`src/rtl/serial_sub_pkg.sv`:
```
// rtl/serial_sub_pkg.sv - shared state encoding and default width for the serial subtractor
package serial_sub_pkg;

  // Default operand/result width in bits (legal range 2..64)
  localparam int DEFAULT_WIDTH = 8;

  // Controller states: wait for a request, shift bits through, present results
  typedef enum logic [1:0] {
    IDLE  = 2'd0,
    SHIFT = 2'd1,
    DONE  = 2'd2
  } state_t;

endpackage

```
`src/rtl/full_subtractor.sv`:
```
// rtl/full_subtractor.sv - one-bit full subtractor, a - b - bin
module full_subtractor (
  input  logic a,
  input  logic b,
  input  logic bin,
  output logic diff,
  output logic bout
);

  // Borrow out when b (plus incoming borrow) exceeds a for this bit
  always_comb begin
    diff = a ^ b ^ bin;
    bout = (~a & b) | (~(a ^ b) & bin);
  end

endmodule

```
`src/rtl/serial_subtractor.sv`:
```
// rtl/serial_subtractor.sv - bit-serial a-b with borrow, overflow and zero flags
module serial_subtractor
  import serial_sub_pkg::*;
#(
  parameter int WIDTH = DEFAULT_WIDTH
) (
  input  logic             clk,
  input  logic             rst,
  input  logic             start,
  input  logic [WIDTH-1:0] a,
  input  logic [WIDTH-1:0] b,
  output logic             busy,
  output logic             done,
  output logic [WIDTH-1:0] diff,
  output logic             borr,
  output logic             ovf,
  output logic             zero
);

  // Counter only needs to reach WIDTH, never beyond
  localparam int CW = $clog2(WIDTH + 1);
  localparam logic [CW-1:0] LAST = CW'(WIDTH - 1);

  state_t           state;
  logic [WIDTH-1:0] sa;
  logic [WIDTH-1:0] sb;
  logic [WIDTH-1:0] sr;
  logic             bin;
  logic [CW-1:0]    cnt;
  logic             a_msb;
  logic             b_msb;
  logic             bit_d;
  logic             bit_bout;
  logic [WIDTH-1:0] sr_next;

  full_subtractor u_fs (
    .a    (sa[0]),
    .b    (sb[0]),
    .bin  (bin),
    .diff (bit_d),
    .bout (bit_bout)
  );

  // LSB-first results enter at the top, so after WIDTH shifts bit 0 lands at index 0
  assign sr_next = {bit_d, sr[WIDTH-1:1]};

  // Controller and datapath: capture, shift WIDTH times, publish flags on the final shift
  always_ff @(posedge clk) begin
    if (rst) begin
      state <= IDLE;
      sa    <= '0;
      sb    <= '0;
      sr    <= '0;
      bin   <= 1'b0;
      cnt   <= '0;
      a_msb <= 1'b0;
      b_msb <= 1'b0;
      busy  <= 1'b0;
      done  <= 1'b0;
      diff  <= '0;
      borr  <= 1'b0;
      ovf   <= 1'b0;
      zero  <= 1'b0;
    end else begin
      case (state)
        IDLE: begin
          done <= 1'b0;
          if (start) begin
            sa    <= a;
            sb    <= b;
            sr    <= '0;
            bin   <= 1'b0;
            cnt   <= '0;
            // Sign bits are kept aside since the operand registers shift them away
            a_msb <= a[WIDTH-1];
            b_msb <= b[WIDTH-1];
            busy  <= 1'b1;
            state <= SHIFT;
          end
        end
        SHIFT: begin
          sa  <= {1'b0, sa[WIDTH-1:1]};
          sb  <= {1'b0, sb[WIDTH-1:1]};
          sr  <= sr_next;
          bin <= bit_bout;
          cnt <= cnt + 1'b1;
          if (cnt == LAST) begin
            state <= DONE;
            busy  <= 1'b0;
            done  <= 1'b1;
            diff  <= sr_next;
            borr  <= bit_bout;
            ovf   <= (a_msb != b_msb) && (bit_d != a_msb);
            zero  <= (sr_next == '0);
          end
        end
        DONE: begin
          done  <= 1'b0;
          state <= IDLE;
        end
        default: begin
          busy  <= 1'b0;
          done  <= 1'b0;
          state <= IDLE;
        end
      endcase
    end
  end

endmodule

```
`config.mk`:
```
export PLATFORM = sky130hd
export DESIGN_NAME = serial_subtractor
export DESIGN_NICKNAME = d
export VERILOG_FILES = /design/src/rtl/serial_sub_pkg.sv /design/src/rtl/full_subtractor.sv /design/src/rtl/serial_subtractor.sv
export SDC_FILE = /design/constraint.sdc
export NUM_CORES = 1
export LEC_CHECK = 0
export ABC_AREA = 1
export CORE_MARGIN = 4
export CORE_UTILIZATION = 52
export DETAILED_ROUTE_END_ITERATION = 16
export PLACE_DENSITY = 0.78
export SETUP_SLACK_MARGIN = 0.02
export SYNTH_ARGS = -nofsm -noshare
export SYNTH_HDL_FRONTEND = slang
export SYNTH_SLANG_ARGS = --single-unit
```
`constraint.sdc`:
```
create_clock -name clk -period 1.85 [get_ports clk]
set_clock_uncertainty 0.15 [all_clocks]
set_input_delay 0.185 -clock clk [delete_from_list [all_inputs] [get_ports clk]]
set_output_delay 0.185 -clock clk [all_outputs]
set_load 0.05 [all_outputs]
```
==> results.txt <==
CTS buffer count: 5
Worst Hold Path Cells: 2
Setup_tns: 0 ns
Initial antenna violation count: 0
Total GRT Usage: 19.1%
Routability cong.: 0.771
Required time of the critical path: 1.51 ns
Area growth from synthesis to layout: 22.4%
First-pass GRT wire length: 6.77 mm
Post-synthesis sequential area ratio: 47.1%
DRT iter0 DRCs: 137
Synth Register Bits: 45
Slew @ Worst Pin: 0.505 ns
Die width: 68.7 um
Hold Vio Cnt, Final: 0
Row cnt: 21
Detailed-placement wirelength estimate: 2.63 mm
Stages on the worst setup path: 1
Critical Path Max Stage Delay: 0.80 ns
Outcome: finished clean
Final instance area: 0.00234 mm^2
Normalized max-slew margin: 66.3%
Max Clock Freq: 564 MHz
Core area: 0.00344 mm^2
Part of the cycle the worst path needs: 95.9%
Slowest CP cell: clkdlybuf4s50_1
Flop-to-flop setup slack: 0.28 ns
CTS tree: yes
Vias in the first global route: 1623
Port bufs: 31
End of the critical path: busy
DR WL/cell: 11.2 um
Max Buffers Root-to-Sink: 2
Nets@finish: 320
Net Count, Synth: 288
Critical path origin: busy
Share of layout cells above drive strength 1: 7.69%
CP delay by family, top: buffers and inverters
Largest net degree at the start of global routing: 17
Antenna Nets Post-Route: 0
CTS H-tree lvls: 2
Maxcap violations: 0
Max-slew violation count: 0
R2r worst-path depth: 7
CP arrival: 1.44 ns
Startpoint Class: flip-flop
Syn Inst Count: 266
CP endpoint kind: primary output
Setup Fix Bufs, Post-CTS: 0
Critical path, cell by cell: clkdlybuf4s50_1
WP buf/inv: 1
Hold Path Class: flip-flop to flip-flop
Clk slew on worst S/H paths: 0.08 ns
GR Overflow Total: 0
IO Pins: 32
DRC viols: 0
Root Buffer: clkbuf_8
Simple-gate share of the synthesized area: 32.1%
Worst vdd ir: 0.417 mV
Largest family of logic cells by synthesized area: simple AND/OR/NAND/NOR gates
FILL cells: 322
Synthesized area per cell: 7.20 um^2
Drt pass-1 iters: 5
RSZ-0062 raised after global routing: false
Synth Area in Compound Gates: 9.48%
Crit-path max FO: 2
Vias: 1693
Clk_lat worst skew: 0.29 ns
ANT cells: 0
Multiplexer share of the synthesized area: 0%
DRT Wirelength: 3.88 mm
Vias per inst: 4.91
Pwr Density: 799 mW/mm^2
Die ar.: 0.00472 mm^2
Minimum clock period: 1.77 ns
Die Y: 68.7 um
Initial core utilization: 55.6%
Reg2reg start: sb[0]
Post-DP Area: 0.00224 mm^2
Crit path kind: flip-flop to primary output
Synth warn: 0
Synth Cell Area: 0.00191 mm^2
Yosys cell types: 23
RR Endpoint: zero
Static Leak: 1.01 nW
Post-Synth Adder-Cell Area: 2.75%
Post-synthesis xor/xnor area fraction: 0%
Final Setup Violations: 0
Sink Count: 45
## cells in the mapped netlist
cell type  count  area [um^2]
buf_6          2         22.5
a21oi_2        1         8.76
dfxtp_1       45          901
buf_4          2         15.0
nand3_1       16         80.1
inv_2          4         15.0
nand2_4        2         22.5
nor3_1         1         5.00
ha_1           1         12.5
inv_1         23         86.3
o31ai_1        3         22.5
clkbuf_1       1         3.75
buf_1          1         3.75
nor2_4         2         22.5
buf_2          2         10.0
a21oi_1        8         40.0
o21ai_0       20          100
nand2_1       65          244
o21ai_1        2         10.0
clkinv_4       1         8.76
nor2_1        59          221
nand2_2        3         18.8
fa_1           2         40.0
## what timing repair did
item                                   CTS  global route
hold buffers                             0             0
setup endpoints to repair                0             2
gates resized for setup                  0             2
endpoints found under the hold margin    0             0
## power breakdown
| part | leakage, nW | internal [mW] | total, mW | switching [mW] |
|---|---|---|---|---|
| Clock | 0.0512 | 0.303 | 0.634 | 0.332 |
| Sequential | 0.366 | 1.00 | 1.02 | 0.0223 |
| Combinational | 0.598 | 0.0877 | 0.215 | 0.127 |
## cells by family after synthesis
group                    after synthesis
AND/OR/NAND/NOR                      148
AO/OA/AOI/OAI                         34
buffers and inverters                 36
adder cells (fa/ha/maj)                3
flip-flops                            45
## cell type report
type | count | area [um^2] | share of cell area, %
inverters | 28 | 110 | 4.70
clock buffers | 6 | 82.6 | 3.52
clock inverters | 2 | 13.8 | 0.587
repair buffers | 33 | 330 | 14.1
flip-flops and latches | 45 | 901 | 38.4
multi-input cells | 185 | 848 | 36.2
well taps | 46 | 57.6 | 2.46
## worst min path at each step
stage	end	slack, ns	from
2_1_floorplan	a_msb	0.20	a[7]
3_3_place_gp	sb[1]	0.29	sb[2]
3_5_place_dp	sb[1]	0.29	sb[2]
4_1_cts	sb[1]	0.31	sb[2]
5_1_grt	sb[1]	0.33	sb[2]
6_report	sb[1]	0.31	sb[2]
## per-stage QoR
stage	instances	power (mW)	setup WS [ns]	hold WS (ns)	util [%]
after floorplan	266	1.19	0.383	0.200	-
after global placement	337	1.26	0.265	0.286	65.1
after detailed placement	337	1.26	0.244	0.295	65.1
after CTS	345	1.89	0.0517	0.310	67.9
after global routing	345	1.97	0.0203	0.334	68.1
final	345	1.87	0.0756	0.306	68.1
## registers in the layout, summed over array words and instances, names as in the netlist
signal and count:
diff 8, sa 8, sb 8, sr 7, cnt 4, state 2, a_msb 1, b_msb 1
bin 1, borr 1, busy 1, done 1, ovf 1, zero 1
## cell usage in the layout (no fill, tap or decap), drive strengths merged
cell type,netlist,layout
inv,27,27
o31ai,3,3
a21oi,9,9
nor2,61,61
fa,2,2
dlymetal6s2s,0,2
clkbuf,1,6
nand3,16,16
nor3,1,1
clkdlybuf4s50,0,29
clkinv,1,3
nand2,70,70
dfxtp,45,45
ha,1,1
o21ai,22,22
buf,7,2
## per-layer routing
layer  track usage [%]  wire [um]
met5                 0          0
met2              33.5       1860
met1              22.1       1770
met3              5.02        203
met4              7.20         44
Power figures use the tool's default switching activity.
